===== config.mk =====
export PLATFORM = sky130hd
export DESIGN_NAME = pqc_acc_seq
export DESIGN_NICKNAME = d
export VERILOG_FILES = /design/src/rtl/pqc_acc_seq.sv
export SDC_FILE = /design/constraint.sdc
export NUM_CORES = 1
export LEC_CHECK = 0
export BUFFER_PORTS_ARGS = -buffer_cell sky130_fd_sc_hd__buf_2
export CORE_MARGIN = 5
export CORE_UTILIZATION = 57
export CTS_BUF_LIST = sky130_fd_sc_hd__clkbuf_4
export DETAILED_ROUTE_END_ITERATION = 12
export HOLD_SLACK_MARGIN = 0.1
export PLACE_DENSITY = 0.95
export SYNTH_ARGS = -nofsm -noshare
export SYNTH_HDL_FRONTEND = slang
export SYNTH_SLANG_ARGS = --single-unit

===== constraint.sdc =====
create_clock -name clk -period 4.2 [get_ports clk]
set_clock_uncertainty 0.05 [all_clocks]
set_input_delay 1.05 -clock clk [delete_from_list [all_inputs] [get_ports clk]]
set_output_delay 1.05 -clock clk [all_outputs]
set_load 0.02 [all_outputs]

===== src/rtl/pqc_acc_seq.sv =====
// Sequencer for the NTT/PWAM accelerators: launches an op on a custom-0 hit,
// stalls the core, counts result beats and drives the DMEM write-back address.
module pqc_acc_seq #(
    parameter int N_COEF = 256,
    parameter int ADDR_W = 32,
    parameter int CNT_W  = 8
) (
    input  logic              clk,
    input  logic              rst_n,
    input  logic              instr_valid,
    input  logic [6:0]        Opcode,
    input  logic [2:0]        Funct3,
    input  logic [6:0]        Funct7,
    input  logic [ADDR_W-1:0] rs1_val,
    input  logic              res_valid,
    output logic              stall,
    output logic              ntt_start,
    output logic              ntt_inverse,
    output logic              pwam_start,
    output logic [1:0]        pwam_mode,
    output logic              ntt_valid,
    output logic              pwam_valid,
    output logic [ADDR_W-1:0] acc_wr_addr,
    output logic              busy
);

    typedef enum logic [1:0] {
        S_IDLE,
        S_LAUNCH,
        S_STREAM,
        S_DONE
    } state_t;

    state_t            r_state;
    logic [CNT_W-1:0]  r_cnt;
    logic [ADDR_W-1:0] r_base;
    logic              r_is_pwam;
    logic              r_inverse;
    logic [1:0]        r_mode;

    logic              w_hit;
    logic              w_f7_ntt;
    logic              w_idle;
    logic              w_stream;
    logic              w_beat;
    logic [ADDR_W-1:0] w_off;

    assign w_f7_ntt = (Funct7 == 7'd3) || (Funct7 == 7'd4);
    assign w_hit    = instr_valid && (Opcode == 7'b0001011)
                      && (Funct3 == 3'b011)
                      && (Funct7 >= 7'd3) && (Funct7 <= 7'd7);

    assign w_idle   = (r_state == S_IDLE);
    assign w_stream = (r_state == S_STREAM);
    assign w_beat   = w_stream && res_valid;
    // Byte offset of the current beat: one 32-bit word per coefficient.
    assign w_off    = {{(ADDR_W-CNT_W-2){1'b0}}, r_cnt, 2'b00};

    always_ff @(posedge clk or negedge rst_n) begin
        if (!rst_n) begin
            r_state   <= S_IDLE;
            r_cnt     <= '0;
            r_base    <= '0;
            r_is_pwam <= 1'b0;
            r_inverse <= 1'b0;
            r_mode    <= 2'd0;
        end else begin
            case (r_state)
                S_IDLE: begin
                    if (w_hit) begin
                        r_is_pwam <= !w_f7_ntt;
                        r_inverse <= (Funct7 == 7'd4);
                        r_mode    <= w_f7_ntt ? 2'd0 : 2'(Funct7 - 7'd5);
                        r_base    <= rs1_val;
                        r_cnt     <= '0;
                        r_state   <= S_LAUNCH;
                    end
                end
                S_LAUNCH: r_state <= S_STREAM;
                S_STREAM: begin
                    if (res_valid) begin
                        r_cnt <= r_cnt + 1'b1;
                        if (r_cnt == CNT_W'(N_COEF - 1)) begin
                            r_state <= S_DONE;
                        end
                    end
                end
                S_DONE: r_state <= S_IDLE;
                default: r_state <= S_IDLE;
            endcase
        end
    end

    assign busy        = !w_idle;
    assign stall       = !w_idle || w_hit;
    assign ntt_start   = (r_state == S_LAUNCH) && !r_is_pwam;
    assign pwam_start  = (r_state == S_LAUNCH) && r_is_pwam;
    assign ntt_valid   = w_beat && !r_is_pwam;
    assign pwam_valid  = w_beat && r_is_pwam;
    assign ntt_inverse = r_inverse;
    assign pwam_mode   = r_mode;
    assign acc_wr_addr = w_stream ? (r_base + w_off) : r_base;

endmodule

======== After elaboration in Yosys (flattened, before gate mapping) ========
Index checks and enable logic that the tools add are counted.
storage, ports and cells
  logic and storage cells ................. 50
  register bits ........................... 46
  output and inout port bits .............. 41
cells by class
  muxes and demuxes ....................... 9
  $lt $le $gt $ge ......................... 2
  equality and inequality tests ........... 11
  add/sub/neg operators ................... 3
  reductions and logical operators ........ 19
operators by type and width
  kind                                                               count
  adder 32 x 10 -> 32 bit                                            1
  2-to-1 mux 32 bit                                                  1
  2-to-1 mux 8 bit                                                   2
  one-hot mux 8 bit (2 select lines)                                 1
  logical AND 1 bit                                                  9
  adder 8 x 1 -> 8 bit, second input constant                        1
  equality test 8 bit, second input constant                         1
  2-to-1 mux 2 bit                                                   4
  one-hot mux 2 bit (4 select lines)                                 1
  equality test 7 x 2 -> 1 bit, second input constant                1
  equality test 7 x 3 -> 1 bit, second input constant                1
  equality test 7 x 4 -> 1 bit, second input constant                1
  greater-or-equal comparator 7 x 2 -> 1 bit, second input constant  1
  <= comparator 7 x 3 -> 1 bit, second input constant                1
  AND reduction 3 bit                                                2
  equality test 2 bit, second input constant                         2
  != test 2 bit, second input constant                               2
  equality test 3 x 2 -> 1 bit, second input constant                1
  logical NOT 1 bit                                                  3
  equality test 2 x 1 -> 1 bit, second input constant                1
  logical NOT 2 bit                                                  1
  logical OR 1 bit                                                   2
  != test 2 x 1 -> 1 bit, second input constant                      1
  AND reduction 2 bit                                                1
  2 further kinds                                                    2

======== Longest topological paths before layout ========
Gate-level depths: netlist of the first run.
  depth after elaboration ................. 7
  gate-level depth with buffers ........... 8
  gate-level depth less buffers ........... 7

======== Least setup slack after synthesis of the first run ========
Ideal clock, no wire load.
  path type ............................... reg2out
  start point ............................. register r_cnt[0]
  end point ............................... output port acc_wr_addr[30]
  path slack .............................. 0.695 ns
  data arrival time ....................... 2.405 ns
  buffers on the path ..................... 1
  data required time ...................... 3.100 ns
  cell stages (with the launch flop) ...... 9
  path through ............................ dfrtp_1 -> ha_1 -> fa_1 -> a21o_1 -> a21oi_1 -> o31a_1 -> clkbuf_1 -> nor4_1 -> xnor2_1
between the ends
  longest elaborated chain between the ends .. 2
ends and longest elaborated chain
  element                   RTL line  RTL
  start: declaration        35        logic [CNT_W-1:0] r_cnt;
  start signal: assignment  82        r_cnt <= r_cnt + 1'b1;
  adder 32 x 10 -> 32 bit   102       assign acc_wr_addr = w_stream ? (r_base + w_off) : r_base;
  2-to-1 mux 32 bit         102
  end: declaration          23        output logic [ADDR_W-1:0] acc_wr_addr,
Every way passes these cells.

======== Worst setup path in the final report of the first run ========
  start point ............................. register r_cnt[0]
  end point ............................... output port acc_wr_addr[14]
The elaborated chain is that of the path after synthesis.

==> results of run 1 <==
-- cell families after synthesis --
family,Yosys count,share of synthesized area (%)
fa+ha+maj,15,6.55
compound gates,48,10.1
simple gates,93,17.0
xor+xnor,27,7.94
flops,46,38.7
mux,40,15.6
buf+inv,26,4.12
-- state kept, by name, summed over array words and instances, names as in the netlist --
name	count
r_cnt	8
r_base	32
r_state	2
r_is_pwam	1
pwam_mode	2
ntt_inverse	1
-- area by class of cell --
type / instances / area [um2] / share of cell area, %
clock buffer: 6 / 45.0 / 1.27
clock inverter: 2 / 37.5 / 1.06
inverter: 11 / 41.3 / 1.16
multi-input combinational: 223 / 1710 / 48.1
sequential: 46 / 1150 / 32.4
tap: 70 / 87.6 / 2.47
timing repair buffer: 95 / 480 / 13.5
-- worst max-delay path by stage --
stage | start | to | slack [ns]
final | r_cnt[0] | acc_wr_addr[14] | 0.27
after detailed placement | r_cnt[0] | acc_wr_addr[28] | 0.55
after global placement | r_cnt[0] | acc_wr_addr[26] | 0.69
after floorplan | r_cnt[0] | acc_wr_addr[30] | 0.69
after global routing | r_cnt[0] | acc_wr_addr[28] | 0.12
after CTS | r_cnt[0] | acc_wr_addr[28] | 0.11
-- worst reg2reg max path, delay by kind of cell (launching register included) --
family / cells / cell delay (ns)
adders and majority gates: 1 / 0.40
and+or+nand+nor: 2 / 0.52
DFF: 1 / 0.42
buffers and inverters: 2 / 0.43
AOI/OAI and AO/OA: 2 / 0.60
-- cells in the final DEF (no fill, tap or decap), types with 2 or more instances in the layout --
cell type / instances
buf_2: 93
dfrtp_1: 46
mux2_2: 36
nand2_1: 22
xor2_1: 17
nand3_1: 16
o21ai_0: 16
ha_1: 14
inv_1: 11
nor2_1: 11
nor3_1: 11
xnor2_1: 10
a21oi_1: 9
clkbuf_4: 6
a21o_1: 5
and3_1: 5
nor4_1: 5
nand3b_1: 5
o221ai_1: 5
mux2_4: 4
a211oi_1: 3
o21ai_1: 3
or2_2: 2
nor4b_1: 2
nor3b_1: 2
o21bai_1: 2
nand2b_1: 2
buf_4: 2
-- timing repair --
action	4_1_cts	5_1_grt
setup endpoints to repair	0	10
hold buffers	0	0
gates resized for setup	0	1
-- power by group through the flow --
stage	registers [W]	logic (W)	clock network, W
after global routing	0.000536	0.000547	0.000302
after CTS	0.000527	0.000495	0.000283
after floorplan	0.000521	0.000347	0
after detailed placement	0.000536	0.000493	0
final	0.000529	0.000498	0.000279
after global placement	0.000530	0.000470	0
-- metal layers --
layer / vias to the layer above / global-route usage [%] / wire (um)
met4: 0 / 8.47 / 117
met1: 1239 / 29.5 / 3090
li1: 1232 / - / -
met2: 97 / 39.2 / 3730
met5: - / 0 / 0
met3: 11 / 3.47 / 425
-- metrics by stage --
stage	power, W	setup slack, ns	cell area (um2)	hold slack [ns]
after detailed placement	0.00103	0.553	3460	0.424
after CTS	0.00131	0.107	3550	0.454
after global routing	0.00139	0.120	3550	0.485
final	0.00131	0.267	3550	0.450
after global placement	0.00100	0.687	3460	0.420
after floorplan	0.000868	0.695	2980	0.431
-- synthesized netlist by cell type (3+ instances only) --
| library cell | instances | area (um2) |
|---|---|---|
| dfrtp_1 | 46 | 1150 |
| mux2_2 | 36 | 405 |
| nand2_1 | 22 | 82.6 |
| xor2_1 | 17 | 149 |
| nand3_1 | 16 | 80.1 |
| o21ai_0 | 16 | 80.1 |
| ha_1 | 14 | 175 |
| inv_1 | 11 | 41.3 |
| nor2_1 | 11 | 41.3 |
| nor3_1 | 11 | 55.1 |
| xnor2_1 | 10 | 87.6 |
| a21oi_1 | 9 | 45.0 |
| clkbuf_1 | 7 | 26.3 |
| a21o_1 | 5 | 37.5 |
| and3_1 | 5 | 31.3 |
| nand3b_1 | 5 | 37.5 |
| nor4_1 | 5 | 31.3 |
| o221ai_1 | 5 | 43.8 |
| mux2_4 | 4 | 60.1 |
| a211oi_1 | 3 | 22.5 |
| o21ai_1 | 3 | 15.0 |
==> results.tsv, run 1 <==
stage	metric	value	unit
timing	setup-violations-final	0	
floorplan	fp.dieW	82.3	um
clock_tree	post_cts_setup_repair_bufs	0	
timing	hold_viol_final	0	
global_route	grt_start_max_net_pins	47	
critical_path	timing.reg2reg.setup_slack	1.68	ns
pwr	p_clk_share	21.4	%
synthesis	syn_nets	363	
floorplan	site_row_count	26	
pwr	leakagePower	1.91	nW
layout	filler_cell_count	408	
placed_design	dp.final_hpwl	5670	um
global_route	grt_resource_usage_total	23.0	%
layout	final_nets	450	
critical_path	critical_path.cell_chain	ha_1 > fa_1 > a21o_1 > a21oi_1 > o31a_2 > nor3b_1 > xor2_1 > buf_2	
drt	drt_pass1_iterations	4	
synthesis	ys_seq_elements	46	
critical_path	r2r-start	r_state[0]	
synthesis	synthesis.area	0.00298	mm2
clock_tree	ctsHtreeMaxLevel	2	
clock_tree	cts.path.max_buffers	2	
clock_tree	clock-sinks	46	
timing	final.setup.tns	0	ns
outcome	run_status	complete, no violations	
critical_path	setup.worst_path.class	register to output port	
clock_tree	cts_root_buffer	clkbuf_4	
timing	finalCriticalPeriod	3.93	ns
floorplan	core	0.00511	mm2
synthesis	fraction_of_registers_with_async_set_reset	100	%
synthesis	synth_edf_count	0	
drt	drt_iter0_markers	113	
pwr	power_frac_seq	40.5	%
critical_path	cp.depth	8	
global_route	grt.overflow.total	0	
global_route	first_global_vias	2572	
synthesis	synth_cell_type_count	45	
critical_path	cp.arrival	2.83	ns
pwr	p_int	0.000801	W
drt	detail_route.drc_violations	0	
critical_path	worstSetupStartpointType	register	
critical_path	slowest_delay	0.46	ns
pwr	power.net_switching	0.000506	W
synthesis	avgSynthCellArea	10.1	um2
clock_tree	cts.clk_slew.worst_paths	0.14	ns
critical_path	critical_path_buf_inv_count	1	
pwr	power_density_over_the_cells	368	mW/mm2
floorplan	initial_utilization	58.3	%
synthesis	postSynth.topFlopCell	dfrtp_1	
timing	layout_worst_path_cycle_share	93.7	%
floorplan	die_height	82.3	um
timing	clock.fmax	254	MHz
synthesis	yosysWarningCount	0	
worst_hold_path	holdPathEnd	ntt_inverse	
placed_design	gp_congestion	0.920	
drt	wl_per_cell	16.2	um
clock_tree	clock_latency	0.37	ns
pwr	pwr-share-comb	38.1	%
worst_hold_path	timing.hold.worst.class	register to register	
clock_tree	number_of_buffers_created_by_cts	5	
pwr	power_switching_share	38.7	%
critical_path	crit-reg2reg-capture	r_cnt[6]	
layout	final_util	69.5	%
layout	final_layout_size_suffix_gt1_share	38.6	%
critical_path	data_required_time_at_the_worst_endpoint	3.10	ns
placed_design	port_buffers	93	
worst_hold_path	holdCritStartpoint	ntt_inverse	
critical_path	reg2regPathDepth	7	
placed_design	place_inst	445	
layout	instances_no_fill	453	
drt	vias	2579	
drt	final_wl	7360	um
drt	route.detailed.vias_per_inst	5.69	
floorplan	die_area	0.00677	mm2
synthesis	synthesis.instances	295	
worst_hold_path	hold_depth	2	
floorplan	ioPinCount	94	
pwr	worst_ir_drop_vdd	0.245	mV
synthesis	synth-seq-area-share	38.7	%
global_route	first_pass_grt_wire_length	12000	um
drt	ant_nets	0	
timing	rsz0062_at_grt	false	
timing	max-slew-margin-rel	32.6	%
global_route	antenna_found_initial	0	
clock_tree	tritoncts	done	
timing	slew_violations	0	
critical_path	worst_path_max_delay_cell	dfrtp_1	
layout	insertedDiodeCount	0	
critical_path	critical-path-top-delay-family	compound AO/OA/AOI/OAI gates	
critical_path	worst_setup_path_end_kind	output port	
critical_path	critical_path.max_fanout	11	
timing	worst-slew-pin-transition	1.01	ns
layout	area_growth	19.2	%
flow_run	drv_cap	0	
(Power assumes the default switching activity.)
==> run 2, diff against run 1 <==
--- a/config.mk
+++ b/config.mk
@@ -5,6 +5,7 @@
 export SDC_FILE = /design/constraint.sdc
 export NUM_CORES = 1
 export LEC_CHECK = 0
+export ABC_CLOCK_PERIOD_IN_PS = 4200
 export BUFFER_PORTS_ARGS = -buffer_cell sky130_fd_sc_hd__buf_2
 export CORE_MARGIN = 5
 export CORE_UTILIZATION = 57
==> constraint.sdc (replaced) <==
create_clock -name clk -period 4.2 [get_ports clk]
set_clock_uncertainty 0.05 [all_clocks]
set_input_delay 0 -clock clk [delete_from_list [all_inputs] [get_ports clk]]
set_output_delay 0 -clock clk [all_outputs]
set_load 0.005 [all_outputs]
==> run 2 against run 1 <==
Effect of this change:
- first-iteration DRC count rose by 100%
- via count rose by 9.3%
- sequential share of layout area fell by 3.1 points
- critical path type unchanged
- clock power fell by 26%
- maximum frequency rose by 30%
==> results.tsv, run 2 (synthesis results as in run 1) <==
stage	metric	value	unit
drt	vias	2819	
global_route	grt_resource_usage_total	26.4	%
layout	final_util	76.9	%
placed_design	dp.final_hpwl	5450	um
global_route	first_global_vias	2923	
critical_path	data_required_time_at_the_worst_endpoint	4.15	ns
pwr	leakagePower	2.08	nW
layout	largest_register_ffs	32	
global_route	grt.overflow.total	0	
critical_path	reg2regPathDepth	7	
worst_hold_path	timing.hold.worst.class	input port to async pin	
floorplan	fp.dieW	82.3	um
critical_path	crit-reg2reg-capture	pwam_mode[1]	
layout	top_regs	r_base (32), r_cnt (8)	
drt	drt_pass1_iterations	4	
pwr	power_switching_share	38.2	%
drt	detail_route.drc_violations	0	
timing	worst-slew-pin-transition	1.01	ns
critical_path	setup.worst_path.class	register to output port	
timing	hold_viol_final	0	
timing	fin_ws	1.18	ns
floorplan	site_row_count	26	
layout	layout_common_cells	buf_2 (93), dfrtp_1 (46), dlygate4sd3_1 (42), mux2_2 (36), nand2_1 (22)	
drt	final_wl	8330	um
clock_tree	post_cts_hold_buffer_count	42	
pwr	power_frac_seq	43.8	%
clock_tree	number_of_buffers_created_by_cts	5	
pwr	power.net_switching	0.000464	W
layout	area_growth	31.9	%
clock_tree	post_cts_setup_repair_bufs	0	
timing	finalCriticalPeriod	3.02	ns
floorplan	ioPinCount	94	
pwr	p_clk_share	17.0	%
critical_path	slowest_delay	0.70	ns
layout	final_nets	491	
clock_tree	clock-sinks	46	
critical_path	worst_setup_path_end_kind	output port	
floorplan	initial_utilization	58.3	%
layout	final_layout_size_suffix_gt1_share	34.3	%
critical_path	critical_path.cell_chain	ha_1 > a211oi_1 > nor3_1 > o21ai_1 > nor3_1 > xnor2_1 > buf_2	
clock_tree	clock_latency	0.36	ns
pwr	overall_power_consumption	0.00121	W
clock_tree	cts_root_buffer	clkbuf_4	
floorplan	die_area	0.00677	mm2
pwr	p_int	0.000750	W
pwr	power_density_over_the_cells	309	mW/mm2
critical_path	cp.arrival	2.97	ns
clock_tree	cts.repair.resized	0	
clock_tree	cts.clk_slew.worst_paths	0.14	ns
drt	route.detailed.vias_per_inst	5.71	
flow_run	drv_cap	0	
timing	final.setup.tns	0	ns
clock_tree	ctsHtreeMaxLevel	2	
outcome	run_status	complete, no violations	
layout	max_flop_register	r_base	
critical_path	critical_path.max_fanout	10	
pwr	worst_ir_drop_vdd	0.263	mV
global_route	grt_start_max_net_pins	47	
timing	setup-violations-final	0	
drt	drt_iter0_markers	228	
placed_design	detailed_place.area	0.00346	mm2
critical_path	timing.reg2reg.setup_slack	1.53	ns
drt	ant_nets	0	
global_route	first_pass_grt_wire_length	13700	um
pwr	pwr-share-comb	39.2	%
critical_path	r2r-start	r_state[0]	
floorplan	core	0.00511	mm2
layout	finalInstanceArea	0.00393	mm2
critical_path	worst_path_max_delay_cell	o21ai_1	
timing	clock.fmax	331	MHz
clock_tree	cts.path.max_buffers	2	
timing	slew_violations	0	
timing	rsz0062_at_grt	false	
placed_design	port_buffers	93	
placed_design	gp_congestion	0.849	
critical_path	cp_common_cell	nor3_1	
floorplan	die_height	82.3	um
timing	max-slew-margin-rel	32.9	%
global_route	antenna_found_initial	0	
clock_tree	tritoncts	done	
placed_design	setup_ws_pre_cts	1.67	ns
layout	mostFrequentLayoutCell	buf_2	
critical_path	worstSetupStartpointType	register	
timing	layout_worst_path_cycle_share	72.0	%
drt	wl_per_cell	16.9	um
==> run 2: changes by cell type in the layout (fill, tap and decap cells not counted) <==
| cell | change |
|---|---|
| buf_4 | -1 |
| dlygate4sd3_1 | +42 |
| o31a_1 | +1 |
| clkinvlp_4 | -1 |
| diode_2 | +1 |
| clkinv_2 | +2 |
| bufinv_16 | -1 |
| o31a_2 | -1 |
| clkbuf_4 | -1 |
==> run 2: worst max path at each step <==
stage / start / to / depth (start not counted)
3_5_place_dp: r_cnt[1] / acc_wr_addr[27] / 7
2_1_floorplan: r_cnt[0] / acc_wr_addr[30] / 8
3_3_place_gp: r_cnt[1] / acc_wr_addr[27] / 7
5_1_grt: r_cnt[1] / acc_wr_addr[27] / 7
4_1_cts: r_cnt[1] / acc_wr_addr[27] / 7
6_report: r_cnt[1] / acc_wr_addr[27] / 7
==> run 2: stage by stage <==
| stage | std cells | hold WS, ns |
|---|---|---|
| after CTS | 493 | 0.320 |
| after global routing | 493 | 0.342 |
| after global placement | 444 | 0.170 |
| after floorplan | 295 | -0.346 |
| after detailed placement | 444 | 0.181 |
| final | 494 | 0.283 |
==> run 2: cell type report <==
type / instances / area, um2
inverters: 11 / 41.3
well taps: 70 / 87.6
multi-input cells: 223 / 1700
repair buffers: 136 / 893
clock inverters: 2 / 10.0
fillers: 334 / 1180
clock buffers: 5 / 37.5
flip-flops and latches: 46 / 1150
diodes: 1 / 2.50
==> run 2: metal layers <==
metal / track usage [%] / vias to the layer above / wire, um
li1: - / 1312 / -
met1: 30.9 / 1354 / 3210
met2: 46.0 / 128 / 4300
met3: 5.21 / 25 / 551
met4: 12.3 / 0 / 265
met5: 0 / - / 0
==> run 2: critical path, delay by kind of cell (launching register included) <==
family | cells | cell delay [ns]
AND/OR/NAND/NOR | 2 | 0.30
AO/OA/AOI/OAI | 2 | 1.05
adder cells (fa/ha/maj) | 1 | 0.35
XOR/XNOR | 1 | 0.26
buffers and inverters | 1 | 0.17
flip-flops | 1 | 0.49
==> run 2: power by group through the flow <==
stage / sequential [W] / clock (W) / combinational (W)
global route: 0.000535 / 0.000225 / 0.000527
CTS: 0.000529 / 0.000202 / 0.000467
floorplan: 0.000521 / 0 / 0.000300
global placement: 0.000530 / 0 / 0.000418
finish: 0.000532 / 0.000206 / 0.000476
detailed placement: 0.000537 / 0 / 0.000434
